`src/rtl/pcie2_x1_rx_pkg.sv`:
```
// Shared types for the x1 PIPE RX CTC sequencer.
// State encoding and timer width.
package pcie2_x1_rx_pkg;

  localparam int TMR_W = 8;

  typedef enum logic [2:0] {
    ST_IDLE    = 3'd0,
    ST_SETTLE  = 3'd1,
    ST_RUN     = 3'd2,
    ST_DRAIN   = 3'd3,
    ST_RECOVER = 3'd4
  } seq_st_e;

endpackage

```
`src/rtl/pcie2_x1_sync2.sv`:
```
// Generic 2-flop synchroniser.
// RST_VAL selects the value both flops take in reset.
module pcie2_x1_sync2 #(
  parameter logic RST_VAL = 1'b0
) (
  input  logic clk_i,
  input  logic rst_ni,
  input  logic d_i,
  output logic q_o
);

  logic [1:0] sync_q;

  always_ff @(posedge clk_i or negedge rst_ni) begin
    if (!rst_ni) sync_q <= {2{RST_VAL}};
    else         sync_q <= {sync_q[0], d_i};
  end

  assign q_o = sync_q[1];

endmodule

```
`src/rtl/pcie2_x1_rx_ctc_seq.sv`:
```
// x1 PIPE RX CTC sequencer: elastic-buffer reset FSM and RxValid qualifier.
// Define CTC_ERR_CNT_EN to build the saturating CTC error counter.
module pcie2_x1_rx_ctc_seq
  import pcie2_x1_rx_pkg::*;
#(
  parameter int unsigned SETTLE_CYC = 16,
  parameter int unsigned VALID_DLY  = 21,
  parameter int unsigned DRAIN_CYC  = 8,
  parameter int unsigned RECOV_CYC  = 4,
  parameter int unsigned CNT_W      = 8
) (
  input  logic             ff_rx_fclk_chx,
  input  logic             RESET_n,
  input  logic             pcs_wait_done,
  input  logic             Rate_in,
  input  logic             rx_ei_in,
  input  logic             RxValid_in,
  input  logic             ctc_uflow,
  input  logic             ctc_oflow,
  output logic             ctc_rst_n,
  output logic             rx_valid_qual,
  output logic             rx_ready,
  output logic [2:0]       seq_state,
  output logic [CNT_W-1:0] err_cnt
);

  localparam logic [TMR_W-1:0] SETTLE_LD = TMR_W'(SETTLE_CYC - 1);
  localparam logic [TMR_W-1:0] DRAIN_LD  = TMR_W'(DRAIN_CYC - 1);
  localparam logic [TMR_W-1:0] RECOV_LD  = TMR_W'(RECOV_CYC - 1);

  logic done_s, rate_s, ei_s;
  logic uflow_s, oflow_s;
  logic err_s, rate_chg;

  pcie2_x1_sync2 #(.RST_VAL(1'b0)) u_sync_done (
    .clk_i (ff_rx_fclk_chx),
    .rst_ni(RESET_n),
    .d_i   (pcs_wait_done),
    .q_o   (done_s)
  );

  pcie2_x1_sync2 #(.RST_VAL(1'b1)) u_sync_rate (
    .clk_i (ff_rx_fclk_chx),
    .rst_ni(RESET_n),
    .d_i   (Rate_in),
    .q_o   (rate_s)
  );

  pcie2_x1_sync2 #(.RST_VAL(1'b1)) u_sync_ei (
    .clk_i (ff_rx_fclk_chx),
    .rst_ni(RESET_n),
    .d_i   (rx_ei_in),
    .q_o   (ei_s)
  );

  pcie2_x1_sync2 #(.RST_VAL(1'b0)) u_sync_uflow (
    .clk_i (ff_rx_fclk_chx),
    .rst_ni(RESET_n),
    .d_i   (ctc_uflow),
    .q_o   (uflow_s)
  );

  pcie2_x1_sync2 #(.RST_VAL(1'b0)) u_sync_oflow (
    .clk_i (ff_rx_fclk_chx),
    .rst_ni(RESET_n),
    .d_i   (ctc_oflow),
    .q_o   (oflow_s)
  );

  seq_st_e              state_q, state_d;
  logic [TMR_W-1:0]     tmr_q, tmr_d;
  logic                 rate_q;
  logic                 ctc_rst_n_q;
  logic                 rx_ready_q;
  logic                 rx_valid_q;
  logic [VALID_DLY-1:0] valid_pipe_q, valid_pipe_d;

  assign err_s    = uflow_s | oflow_s;
  assign rate_chg = rate_s ^ rate_q;

  always_comb begin
    state_d = state_q;
    tmr_d   = tmr_q;
    unique case (state_q)
      ST_IDLE: begin
        if (done_s && rate_s) begin
          state_d = ST_RUN;
        end else if (done_s && !ei_s) begin
          state_d = ST_SETTLE;
          tmr_d   = SETTLE_LD;
        end
      end
      ST_SETTLE: begin
        if (ei_s || !done_s) state_d = ST_IDLE;
        else if (tmr_q == '0) state_d = ST_RUN;
        else tmr_d = tmr_q - 1'b1;
      end
      ST_RUN: begin
        if (!done_s) begin
          state_d = ST_IDLE;
        end else if (rate_chg) begin
          state_d = ST_RECOVER;
          tmr_d   = RECOV_LD;
        end else if (ei_s) begin
          state_d = ST_DRAIN;
          tmr_d   = DRAIN_LD;
        end else if (err_s) begin
          state_d = ST_RECOVER;
          tmr_d   = RECOV_LD;
        end
      end
      ST_DRAIN: begin
        if (!done_s || tmr_q == '0) state_d = ST_IDLE;
        else tmr_d = tmr_q - 1'b1;
      end
      ST_RECOVER: begin
        // fresh trouble restarts the hold-off window
        if (rate_chg || err_s) begin
          tmr_d = RECOV_LD;
        end else if (tmr_q == '0) begin
          if (rate_s && done_s) begin
            state_d = ST_RUN;
          end else begin
            state_d = ST_SETTLE;
            tmr_d   = SETTLE_LD;
          end
        end else begin
          tmr_d = tmr_q - 1'b1;
        end
      end
      default: begin
        state_d = ST_IDLE;
        tmr_d   = '0;
      end
    endcase
  end

  assign valid_pipe_d =
    VALID_DLY'({valid_pipe_q, RxValid_in & done_s});

  always_ff @(posedge ff_rx_fclk_chx or negedge RESET_n) begin
    if (!RESET_n) begin
      state_q      <= ST_IDLE;
      tmr_q        <= '0;
      rate_q       <= 1'b1;
      ctc_rst_n_q  <= 1'b0;
      rx_ready_q   <= 1'b0;
      rx_valid_q   <= 1'b0;
      valid_pipe_q <= '0;
    end else begin
      state_q     <= state_d;
      tmr_q       <= tmr_d;
      rate_q      <= rate_s;
      ctc_rst_n_q <= (state_d == ST_RUN) ||
                     (state_d == ST_DRAIN);
      rx_ready_q  <= (state_d == ST_RUN);
      rx_valid_q  <= valid_pipe_q[VALID_DLY-1] &
                     (state_d == ST_RUN);
      // lock history is dropped while the buffer is held in reset
      valid_pipe_q <= ctc_rst_n_q ? valid_pipe_d : '0;
    end
  end

`ifdef CTC_ERR_CNT_EN
  logic             err_q;
  logic [CNT_W-1:0] cnt_q;
  logic             cnt_inc;

  assign cnt_inc = err_s && !err_q && !(&cnt_q) &&
                   ((state_q == ST_RUN) ||
                    (state_q == ST_DRAIN));

  always_ff @(posedge ff_rx_fclk_chx or negedge RESET_n) begin
    if (!RESET_n) begin
      err_q <= 1'b0;
      cnt_q <= '0;
    end else begin
      err_q <= err_s;
      if (cnt_inc) cnt_q <= cnt_q + 1'b1;
    end
  end

  assign err_cnt = cnt_q;
`else
  assign err_cnt = '0;
`endif

  assign ctc_rst_n     = ctc_rst_n_q;
  assign rx_ready      = rx_ready_q;
  assign rx_valid_qual = rx_valid_q;
  assign seq_state     = state_q;

endmodule

```
`config.mk`:
```
export PLATFORM = sky130hd
export DESIGN_NAME = pcie2_x1_rx_ctc_seq
export DESIGN_NICKNAME = d
export VERILOG_FILES = /design/src/rtl/pcie2_x1_rx_pkg.sv /design/src/rtl/pcie2_x1_sync2.sv /design/src/rtl/pcie2_x1_rx_ctc_seq.sv
export SDC_FILE = /design/constraint.sdc
export NUM_CORES = 1
export LEC_CHECK = 0
export CAP_MARGIN = 5
export CORE_MARGIN = 2
export CORE_UTILIZATION = 55
export DETAILED_ROUTE_END_ITERATION = 12
export DONT_BUFFER_PORTS = 1
export PLACE_DENSITY = 0.76
export SLEW_MARGIN = 30
export SYNTH_ARGS = -nofsm -noshare
export SYNTH_HDL_FRONTEND = slang
export SYNTH_SLANG_ARGS = --single-unit
```
`constraint.sdc`:
```
create_clock -name ff_rx_fclk_chx -period 2.4 [get_ports ff_rx_fclk_chx]
set_input_delay 0.36 -clock ff_rx_fclk_chx [delete_from_list [all_inputs] [get_ports ff_rx_fclk_chx]]
set_output_delay 0.36 -clock ff_rx_fclk_chx [all_outputs]
set_load 0.02 [all_outputs]
```
==> flow_summary.yaml <==
placement:
  dp_hpwl_um: 2440
  gp_congestion: 0.851
  port_buffers: 0
clock_network:
  clock-sinks: 46
  htree_num_levels: 2
  path_clk_slew_ns: 0.13
  clock_latency_ns: 0.35
  cts_tree: "built"
  cts_buffers: 5
  clockBufferDepth: 2
  root_buffer: "clkbuf_4"
finish:
  fill_cells: 278
  seqCellArea_mm2: 0.00116
  antenna_cells: 0
  area_delta_synth_final_pct: 8.48
  multi_input_area_um2: 743
  layout-drive-gt1-share_pct: 14.7
  layout.nets: 200
sta:
  min_period_ns: 2.15
  finalHoldViolCount: 0
  max_freq_mhz: 465
  timing.final.crit_share_pct: 89.6
  finalSetupTns_ns: 0
  fin_worst_skew_ns: 0.00603
  holdWs_ns: 0.174
  slew_headroom_pct: 59.9
  worstMarginPinSlew_ns: 0.602
  setup_viol: 0
  rsz0062_at_grt: "no"
  maxSlewViolCount: 0
hold_path:
  worstHoldPathCells: 1
  holdCritPathClass: "input pin to register"
  worstHoldStart: "RxValid_in"
  holdPathEnd: "valid_pipe_q[0]$_DFF_PN0_"
critical_path:
  worstPathRequired_ns: 2.64
  cp-end-kind: "register"
  worstPathMaxFanout: 8
  timing.rr.start: "tmr_q[0]$_DFFE_PN0P_"
  worstSetupStartpointType: "register"
  worstPathArrival_ns: 2.39
  reg2reg_to: "tmr_q[3]$_DFFE_PN0P_"
  reg2regPathDepth: 8
  r2r_slack_ns: 0.25
  crit_type: "register to register"
drt:
  wl_um: 3530
  drc: 0
  routed_via_density: 5.70
  drt_pass1_iterations: 4
  vias: 1352
  drt_iter0_markers: 69
  wl_per_cell_um: 14.9
  ant_nets: 0
status:
  status: "complete, no violations"
logic_synthesis:
  synth_area_mm2: 0.00201
  synth_edf_count: 0
  ys_ff_latch: 46
  synth_cell_types: 43
  syn_area_per_cell_um2: 11.3
  syn_inst: 178
  ys_seq_area_share_pct: 57.7
  ys.flop_type: "dfrtp_1"
  async_reset_ff_share_pct: 100
  ys_warn_count: 0
global_route:
  grt.overflow.total: 0
  grt_usage_pct: 18.9
  antenna_found_initial: 0
  grt_start_max_net_pins: 47
  grt_pass1_wl_um: 5820
  first_global_vias: 1214
floorplan:
  fp.dieArea_mm2: 0.00415
  die_y_um: 64.4
  ios: 22
  placeableCoreArea_mm2: 0.00342
  rows: 21
  die_w_um: 64.4
  start_util_pct: 58.8
job:
  maxCapViolCount: 0
power:
  irDropWorstVdd_mv: 0.500
  power.leakage_uw: 0.00100
  power_density_mw_per_mm2: 557
## cell families (layout without fill, tap and decap cells)
| family | after synthesis | after routing | share of synthesized area [%] |
|---|---|---|---|
| buffers and inverters | 25 | 31 | 6.67 |
| AOI/OAI and AO/OA | 40 | 40 | 13.7 |
| other | 1 | 8 | 0.187 |
| DFF | 46 | 46 | 57.7 |
| muxes | 3 | 3 | 1.75 |
| adders and majority gates | 2 | 2 | 1.25 |
| xor gates and xnor gates | 2 | 2 | 1.25 |
| and+or+nand+nor | 59 | 59 | 17.5 |
## area by class of cell
class                           count  share of cell area [%]
Clock buffer                        5                    1.72
Clock inverter                      3                   0.862
Inverter                           10                    1.72
Multi-Input combinational cell    114                    34.1
Sequential cell                    46                    53.2
Tap cell                           46                    2.64
Timing Repair Buffer               13                    5.75
## flip-flops by register name, summed over array words and instances (netlist names)
register and flops:
u_sync_oflow.sync_q 2, seq_state 3, ctc_rst_n 1, rx_valid_qual 1
valid_pipe_q 21, u_sync_ei.sync_q 2, tmr_q 8, rate_q 1
rx_ready 1, u_sync_rate.sync_q 2, u_sync_uflow.sync_q 2, u_sync_done.sync_q 2
## worst max-delay path: stages, from the launching register on
cell	delay [ns]
dfrtp_1	0.44
inv_1	0.12
ha_1	0.16
nor3b_1	0.18
buf_4	0.16
nand3_1	0.09
a31oi_2	0.33
a21o_2	0.27
mux2_4	0.32
## how the worst max path moves through the flow
stage / from / to / slack, ns / cells after the start
final: tmr_q[0]$_DFFE_PN0P_ / tmr_q[3]$_DFFE_PN0P_ / 0.25 / 8
after global routing: tmr_q[0]$_DFFE_PN0P_ / tmr_q[3]$_DFFE_PN0P_ / 0.08 / 8
after CTS: tmr_q[0]$_DFFE_PN0P_ / tmr_q[3]$_DFFE_PN0P_ / 0.16 / 8
after detailed placement: tmr_q[0]$_DFFE_PN0P_ / tmr_q[3]$_DFFE_PN0P_ / 0.20 / 8
after global placement: tmr_q[0]$_DFFE_PN0P_ / tmr_q[3]$_DFFE_PN0P_ / 0.30 / 8
after floorplan: tmr_q[0]$_DFFE_PN0P_ / tmr_q[3]$_DFFE_PN0P_ / 0.21 / 8
## per-layer routing
layer	up-vias	share of wire [%]	GRT usage [%]	wire length, um
met5	-	0	0	0
met4	0	1.6	7.45	58
met3	6	7.9	6.69	277
met2	78	48	28.1	1700
met1	645	42	25.4	1490
li1	623	-	-	-
## Yosys cell counts, drive strengths merged (3+ instances only)
cell     n  share of area (%)
nor2     3               0.56
o22ai    3               0.94
a21oi   11                2.7
o21ai    7                1.7
clkbuf   5                1.0
buf     10                3.8
nor3     5                1.8
nand3    7                1.7
dfstp    5                6.5
dfrtp   41                 51
inv     10                1.9
a221oi   4                1.7
nand2   11                2.1
o32ai    3                1.3
and2    23                7.2
## placed cells by master (no fill, tap or decap), drive strengths merged, types with 3 or more instances in the layout
cell type,netlist,final
dfstp,5,5
o22ai,3,3
dlygate4sd3,0,6
inv,10,11
nand3,7,7
a221oi,4,4
conb,1,8
and2,23,23
o21ai,7,7
clkbuf,5,5
a21oi,11,11
nor2,3,3
dfrtp,41,41
o32ai,3,3
nand2,11,11
buf,10,7
nor3,5,5
## per-stage QoR
step / total power, uW / setup slack, ns / area (um2) / instances / utilization, %
after floorplan: 856 / 0.214 / 2030 / 185 / -
after global placement: 851 / 0.298 / 2040 / 222 / 59.7
after detailed placement: 853 / 0.204 / 2040 / 222 / 59.7
after CTS: 1230 / 0.160 / 2150 / 234 / 62.8
after global routing: 1280 / 0.0773 / 2180 / 237 / 63.7
final: 1210 / 0.249 / 2180 / 237 / 63.7
## report_power, final
group,total [uW],leakage [uW],switching [uW],internal (uW)
combinational,66.9,0.000368,45.2,21.7
clock,350,0.0000354,235,115
sequential,797,0.000597,7.92,789
## timing repair
item	CTS	global route
resized for setup	0	1
hold endpoints to repair	48	3
setup buffers	0	0
endpoints found under the setup margin	0	1
hold buffers	4	3
(Power assumes the default switching activity.)
